`src/rtl/sync_pkg.sv`:
```
// Shared constants and helpers for the input-conditioning blocks.
package sync_pkg;

  localparam int unsigned SYNC_STAGES_MIN = 2;

  // Ceiling log2; returns the bit count needed to index `value` distinct states.
  function automatic int unsigned clog2(input int unsigned value);
    int unsigned r;
    r = 0;
    while ((32'd1 << r) < value) begin
      r++;
    end
    return r;
  endfunction

endpackage

```
`src/rtl/debounce_channel.sv`:
```
// One input channel: synchronizer chain, counter-based debounce filter and edge pulses.
module debounce_channel
  import sync_pkg::*;
#(
  parameter int unsigned SYNC_STAGES = 2,
  parameter int unsigned DEBOUNCE    = 4,
  parameter logic        RESET_VAL   = 1'b0
) (
  input  logic clk,
  input  logic reset_n,
  input  logic in,
  output logic level,
  output logic rise,
  output logic fall
);

  if (SYNC_STAGES < SYNC_STAGES_MIN) begin : g_bad_stages
    $error("debounce_channel: SYNC_STAGES must be at least 2");
  end
  if (DEBOUNCE < 1) begin : g_bad_debounce
    $error("debounce_channel: DEBOUNCE must be at least 1");
  end

  localparam int unsigned     CntW    = clog2(DEBOUNCE + 1);
  localparam logic [CntW-1:0] CntLast = CntW'(DEBOUNCE - 1);

  logic [SYNC_STAGES-1:0] sync_q;
  logic                   s;
  logic [CntW-1:0]        cnt_q, cnt_d;
  logic                   level_q, level_d;
  logic                   rise_q, rise_d;
  logic                   fall_q, fall_d;

  // Plain shift register: stage0 is the only flop sampling asynchronous data.
  always_ff @(posedge clk or negedge reset_n) begin
    if (!reset_n) begin
      sync_q <= {SYNC_STAGES{RESET_VAL}};
    end else begin
      sync_q <= {sync_q[SYNC_STAGES-2:0], in};
    end
  end

  assign s = sync_q[SYNC_STAGES-1];

  always_comb begin
    cnt_d   = cnt_q;
    level_d = level_q;
    rise_d  = 1'b0;
    fall_d  = 1'b0;
    if (s == level_q) begin
      cnt_d = '0;
    end else if (cnt_q >= CntLast) begin
      level_d = s;
      cnt_d   = '0;
      rise_d  = s;
      fall_d  = ~s;
    end else begin
      cnt_d = cnt_q + CntW'(1'b1);
    end
  end

  always_ff @(posedge clk or negedge reset_n) begin
    if (!reset_n) begin
      cnt_q   <= '0;
      level_q <= RESET_VAL;
      rise_q  <= 1'b0;
      fall_q  <= 1'b0;
    end else begin
      cnt_q   <= cnt_d;
      level_q <= level_d;
      rise_q  <= rise_d;
      fall_q  <= fall_d;
    end
  end

  assign level = level_q;
  assign rise  = rise_q;
  assign fall  = fall_q;

endmodule

```
`src/rtl/sync_debounce.sv`:
```
// Multi-channel synchronizer + debounce filter with registered rise/fall pulses.
module sync_debounce
  import sync_pkg::*;
#(
  parameter int unsigned       NUM_CH      = 1,
  parameter int unsigned       SYNC_STAGES = 2,
  parameter int unsigned       DEBOUNCE    = 4,
  parameter logic [NUM_CH-1:0] RESET_VAL   = '0
) (
  input  logic              clk,
  input  logic              reset_n,
  input  logic [NUM_CH-1:0] in,
  output logic [NUM_CH-1:0] level,
  output logic [NUM_CH-1:0] rise,
  output logic [NUM_CH-1:0] fall
);

  if (SYNC_STAGES < SYNC_STAGES_MIN) begin : g_bad_stages
    $error("sync_debounce: SYNC_STAGES must be at least 2");
  end

  for (genvar i = 0; i < NUM_CH; i++) begin : g_ch
    debounce_channel #(
      .SYNC_STAGES (SYNC_STAGES),
      .DEBOUNCE    (DEBOUNCE),
      .RESET_VAL   (RESET_VAL[i])
    ) u_ch (
      .clk     (clk),
      .reset_n (reset_n),
      .in      (in[i]),
      .level   (level[i]),
      .rise    (rise[i]),
      .fall    (fall[i])
    );
  end

endmodule
```
`config.mk`:
```
export PLATFORM = sky130hd
export DESIGN_NAME = sync_debounce
export DESIGN_NICKNAME = d
export VERILOG_FILES = /design/src/rtl/sync_pkg.sv /design/src/rtl/debounce_channel.sv /design/src/rtl/sync_debounce.sv
export SDC_FILE = /design/constraint.sdc
export NUM_CORES = 1
export LEC_CHECK = 0
export CAP_MARGIN = 20
export CORE_AREA = 10 10 47 49
export CTS_BUF_LIST = sky130_fd_sc_hd__clkbuf_4
export CTS_CLUSTER_DIAMETER = 100
export DETAILED_ROUTE_END_ITERATION = 6
export DIE_AREA = 0 0 57 59
export PLACE_DENSITY_LB_ADDON = 0.08
export SLEW_MARGIN = 0
export SYNTH_ARGS = -nofsm -noshare
export SYNTH_HDL_FRONTEND = slang
export SYNTH_SLANG_ARGS = --single-unit
export TNS_END_PERCENT = 100
```
`constraint.sdc`:
```
create_clock -name clk -period 4.3 [get_ports clk]
set_input_delay 0.86 -clock clk [delete_from_list [all_inputs] [get_ports clk]]
set_output_delay 0.86 -clock clk [all_outputs]
set_load 0.005 [all_outputs]
```
==> metrics, run 1 <==
vias in the first global route=around 220; WHS Path Cells=0; Die ar.=3360 um^2; syn_nets=24; aggregate global-route resource usage=0.0383; syn_area_per_cell=~16 um^2; CTS Sinks=8; Reg clk slew, reported paths=about 0.050 ns; root buf cell=clkbuf_4; CTS tree=yes; R2R setup slack=between 2 and 3 ns; hold_buf cts=0; Final setup viols=0; hold path endpoint=g_ch[0].u_ch.sync_q[1]; worst r2r path cells=4; worst reg2reg path startpoint=g_ch[0].u_ch.cnt_q[0]; Iteration-0 DRC Markers=0; H-tree Lvls=1; CP arrival=1.19 ns; CTS max path bufs=2; WS Path Type=flip-flop to output port; first-pass GRT wire length=897 um; Seq pwr share=0.465; share of cells above drive strength 1=0.222; Clock power frac=0.241; Mapped Area=305 um^2; max incr delay on CP=around 0.53 ns; Cell variety after synth=10; Logic pwr share=0.294; Final Util=0.284; ANT nets after route=0; Seq/Total Area, Yosys=0.656; synthesized flop and latch total=8; routed wire length=approximately 480 um; hold crit path type=flip-flop to flip-flop; # fillers=between 100 and 150; Buf/Inv on CP=1; port bufs=5; CP Cell Sequence=clkdlybuf4s50_1; startpoint types=flip-flop; postcts setup bufs=0; pin count of the biggest net entering global routing=9; Worst VDD drop=between 200 and 250 uV; RSZ-0062 raised after global routing=no; Area growth syn-to-layout=30.3%; HPWL Detailed=approximately 370 um; initial antenna violation count=0; Starting Density=0.218; DR vias/cell=slightly below 4; FMAX=just under 500 MHz; Max-cap violations=0; Slew Viols, Final=0; Top delay family on crit path=buffers and inverters; Die H=59 um; ANT cells=0; Core Region=about 1400 um^2; DRT Pass-1 Iters=1; io pins=6; Nets=34; HP Start=g_ch[0].u_ch.sync_q[0]; Leak=0.173 nW; Final GP Congestion=0.699; commonest non-fill, non-tap cell in the layout=dfrtp_1; Net Sw Power=about 0.067 mW; outcome=finished clean; TritonCTS buffer count=3; Gate Count Post-Synth=19; WL/cell=11.2 um; total grt overflow=0; Final Hold Viols=0; post-layout min period=between 2 and 2.5 ns; TNS Setup=0 ns; DR DRC count=0; internal power=0.168 mW; PostCTS Resize Cnt=0; DR vias=168; commonest cells after routing, fill and taps aside=dfrtp_1 (8), clkdlybuf4s50_1 (5), clkbuf_4 (3), nor3b_1 (2), ha_1 (2); worst skew pair latency=~0.25 ns; Max transition margin=0.760; Synth Warn #=0; # rows=14; critical path data required time=approximately 3.4 ns; actual slew at the worst max-slew pin=approximately 0.36 ns; Die X=between 50 and 60 um; Max FO, Critical Path=5; slowest CP cell=clkdlybuf4s50_1; FF-to-FF End=g_ch[0].u_ch.level; Power Density=~600 nW/um^2; Sw Share=0.285; Critical Path Sink Type=output port; Worst Skew=~0.0022 ns; crit share post-route=0.477
[state kept, by name, indices dropped and copies added (netlist names)]
name              flops
g_ch.u_ch.sync_q      2
g_ch.u_ch.fall        1
g_ch.u_ch.rise        1
g_ch.u_ch.cnt_q       3
g_ch.u_ch.level       1
[per-stage QoR]
step / instance area (um^2) / setup WS, ns / power [mW] / instances / hold slack [ns]
4_1_cts: 398 / 2.24 / 0.241 / 43 / 0.357
2_1_floorplan: 305 / 2.78 / 0.152 / 19 / 0.331
3_5_place_dp: 375 / 2.52 / 0.181 / 40 / 0.344
5_1_grt: 398 / 2.19 / 0.257 / 43 / 0.369
6_report: 398 / 2.25 / 0.235 / 43 / 0.352
3_3_place_gp: 375 / 2.53 / 0.180 / 40 / 0.340
[synthesized netlist by cell type, drive strengths merged]
cell / count / area share
a211oi: 1 / 0.041
dfrtp: 8 / 0.66
xnor2: 1 / 0.029
ha: 2 / 0.082
nor3b: 3 / 0.090
inv: 1 / 0.012
and3b: 1 / 0.033
mux2: 1 / 0.037
nor4: 1 / 0.021
[power by group through the flow]
stage	Clock, mW	Combinational (mW)	Sequential, mW
after detailed placement	0	0.0712	0.110
after floorplan	0	0.0425	0.109
after CTS	0.0599	0.0715	0.109
after global routing	0.0663	0.0782	0.113
final	0.0566	0.0692	0.109
after global placement	0	0.0703	0.109
[area by class of cell]
cell class              count  area (um^2)  area share
inverters                   1         3.75     0.00943
flip-flops and latches      8          200       0.503
repair buffers              5         50.0       0.126
multi-input cells          10          101       0.255
well taps                  16         20.0      0.0503
clock buffers               3         22.5      0.0566
[how the worst max path moves through the flow]
stage / end / depth (start not counted) / start / slack [ns]
4_1_cts: level / 1 / g_ch[0].u_ch.level / 2.24
6_report: level / 1 / g_ch[0].u_ch.level / 2.25
3_5_place_dp: level / 1 / g_ch[0].u_ch.level / 2.52
2_1_floorplan: g_ch[0].u_ch.level / 4 / g_ch[0].u_ch.cnt_q[0] / 2.78
3_3_place_gp: level / 1 / g_ch[0].u_ch.level / 2.53
5_1_grt: level / 1 / g_ch[0].u_ch.level / 2.19
[layer usage]
metal	share of wire	track usage	wire [um]	vias to the layer above
met5	0	0	0	-
met4	0	0.0201	0	0
met1	0.44	0.0374	213	77
met3	0.14	0.0494	68	0
li1	-	-	-	83
met2	0.41	0.0434	198	8
[cell families (layout without fill, tap and decap cells)]
family / after synthesis / count (layout) / synth area share
flip-flops: 8 / 8 / 0.656
XOR/XNOR: 1 / 1 / 0.0287
multiplexers: 1 / 1 / 0.0369
buffers and inverters: 1 / 9 / 0.0123
adder cells (fa/ha/maj): 2 / 2 / 0.0820
AO/OA/AOI/OAI: 1 / 1 / 0.0410
AND/OR/NAND/NOR: 5 / 5 / 0.143
Power figures use the tool's default switching activity.
==> run 2: changes to the inputs <==
clock period = 2.02 ns   (was 4.3 ns; I/O delays follow)
==> run 2 against run 1 <==
Effect of this change: utilization rose by 0.54 points; cell area rose by 1.9%; critical path type unchanged; worst setup slack got worse by 1.8 ns; via count rose by 3.6%; cell count rose by 2.3%; global-route usage fell by 0.18 points; critical path depth did not move; clock-buffer cell count did not move; clock skew fell by 0.00067 ns.
==> metrics, run 2 (synthesized netlist as in run 1, its figures left out) <==
Final Power=0.507 mW (+120%); Net Sw Power=0.139 mW (+110%); Die X=57 um (unchanged); io pins=6 (unchanged); TNS Setup=0 ns (unchanged); H-tree Lvls=1 (unchanged); # rows=14 (unchanged); hold crit path type=flip-flop to flip-flop; Max FO, Critical Path=5 (unchanged); top flop regs=g_ch.u_ch.cnt_q x3, g_ch.u_ch.sync_q x2; TritonCTS buffer count=3 (unchanged); setup ws final=0.432 ns (-1.82 ns); Die H=59 um (unchanged); CTS Sinks=8 (unchanged); RSZ-0062 raised after global routing=no; Critical Path Sink Type=output port; Clock power frac=0.228 (-0.013); pin count of the biggest net entering global routing=9 (unchanged); Worst Skew=0.00157 ns (-0.000671 ns); Power Density=1250 nW/um^2 (+110%); share of cells above drive strength 1=0.250 (+0.0278); Reg clk slew, reported paths=0.05 ns (about the same); first-pass GRT wire length=876 um (-2.3%); Starting Density=0.218 (unchanged); CP arrival=1.18 ns (about the same); commonest cells after routing, fill and taps aside=dfrtp_1 (8), clkdlybuf4s50_1 (5), clkbuf_4 (3), nor3b_1 (2), ha_1 (2); worst skew pair latency=0.24 ns (about the same); initial antenna violation count=0 (unchanged); DRT Pass-1 Iters=4 (+3); internal power=0.368 mW (+120%); DR DRC count=0 (unchanged); Final Hold Viols=0 (unchanged); Max-cap violations=0 (unchanged); Placement Setup Slack=0.497 ns (-2.02 ns); max incr delay on CP=0.53 ns (about the same); cell count along the critical path=1 (unchanged); Seq pwr share=0.460 (-0.005); outcome=finished clean; hold slack final=0.354 ns (+0.00228 ns); Worst VDD drop=349 uV (+68%); FMAX=approximately 630 MHz; DR vias/cell=3.95 (+1.2%); commonest non-fill, non-tap cell in the layout=dfrtp_1; total grt overflow=0 (unchanged); Max transition margin=0.756 (-0.00457); ANT cells=0 (unchanged); postcts setup bufs=0 (unchanged); CTS tree=yes; WL/cell=10.7 um (-4.7%); ANT nets after route=0 (unchanged); post-layout min period=about 1.6 ns; Logic pwr share=0.312 (+0.018); Sw Share=0.274 (-0.0108); Slew Viols, Final=0 (unchanged); Core Region=1400 um^2 (unchanged); vias in the first global route=207 (-4.2%); # fillers=146 (-1.4%); DR vias=174 (+3.6%); critical path data required time=1.62 ns (-1.82 ns); Largest Register=g_ch.u_ch.cnt_q; Iteration-0 DRC Markers=3 (+3); slowest CP cell=clkdlybuf4s50_1; Top delay family on crit path=buffers and inverters; CP Cell Sequence=clkdlybuf4s50_1; startpoint types=flip-flop; actual slew at the worst max-slew pin=0.365 ns (+0.00683 ns); crit share post-route=0.786; PostCTS Resize Cnt=0 (unchanged); WHS Path Cells=0 (unchanged); Leak=0.177 nW (+2.5%); Buf/Inv on CP=1 (unchanged); port bufs=5 (unchanged); routed wire length=469 um (-2.5%); Nets=35 (+2.9%); root buf cell=clkbuf_4; Final GP Congestion=0.735 (+5.1%); Area growth syn-to-layout=32.8%; aggregate global-route resource usage=0.0365 (-0.00177); worst r2r path cells=4 (unchanged); Die ar.=3360 um^2 (unchanged); Final setup viols=0 (unchanged); area occupied by registers=200 um^2 (unchanged); multi-input logic area=101 um^2 (unchanged); hold_buf cts=0 (unchanged); WS Path Type=flip-flop to output port; max FFs per register=3 (unchanged); CTS max path bufs=2 (unchanged)
[run 2: changes by cell type in the layout (fill, tap and decap cells not counted)]
cell and change:
buf_4 +1
[run 2: layout make-up]
| cell class | instances | area share |
|---|---|---|
| clock buffers | 3 | 0.0556 |
| inverters | 1 | 0.00926 |
| multi-input cells | 10 | 0.250 |
| flip-flops and latches | 8 | 0.494 |
| well taps | 16 | 0.0494 |
| repair buffers | 6 | 0.142 |
[run 2: worst reg2reg max path, cell delays in order (launching register included)]
cell and delay [ns]:
dfrtp_1 0.40, ha_1 0.21, ha_1 0.20, a211oi_2 0.25, mux2_1 0.34
[run 2: worst paths after layout]
kind                                              from                endpoint  slack [ns]
worst max-delay path                g_ch[0].u_ch.level                   level        0.43
worst max register to register   g_ch[0].u_ch.cnt_q[0]      g_ch[0].u_ch.level        0.50
min in group asynchronous                      reset_n       g_ch[0].u_ch.fall        0.44
max in group asynchronous                      reset_n   g_ch[0].u_ch.cnt_q[2]        1.32
worst min-delay path            g_ch[0].u_ch.sync_q[0]  g_ch[0].u_ch.sync_q[1]        0.35
worst min register to register  g_ch[0].u_ch.sync_q[0]  g_ch[0].u_ch.sync_q[1]        0.35
[run 2: per-stage QoR]
stage,utilization,cells,area [um^2]
6_report,0.289,44,405
4_1_cts,0.289,44,405
2_1_floorplan,-,19,305
3_5_place_dp,0.273,41,383
5_1_grt,0.289,44,405
3_3_place_gp,0.273,41,383
[run 2: metal layers]
layer	track usage	vias to the layer above	wire, um
li1	-	86	-
met1	0.0313	83	215
met2	0.0481	5	201
met3	0.0451	0	51
met4	0.0201	0	0
met5	0	-	0
[run 2: power by group through the flow]
stage / clock [mW] / combinational [mW] / sequential [mW]
2_1_floorplan: 0 / 0.0904 / 0.232
3_3_place_gp: 0 / 0.164 / 0.234
3_5_place_dp: 0 / 0.164 / 0.236
4_1_cts: 0.126 / 0.163 / 0.233
5_1_grt: 0.140 / 0.183 / 0.239
6_report: 0.116 / 0.158 / 0.233
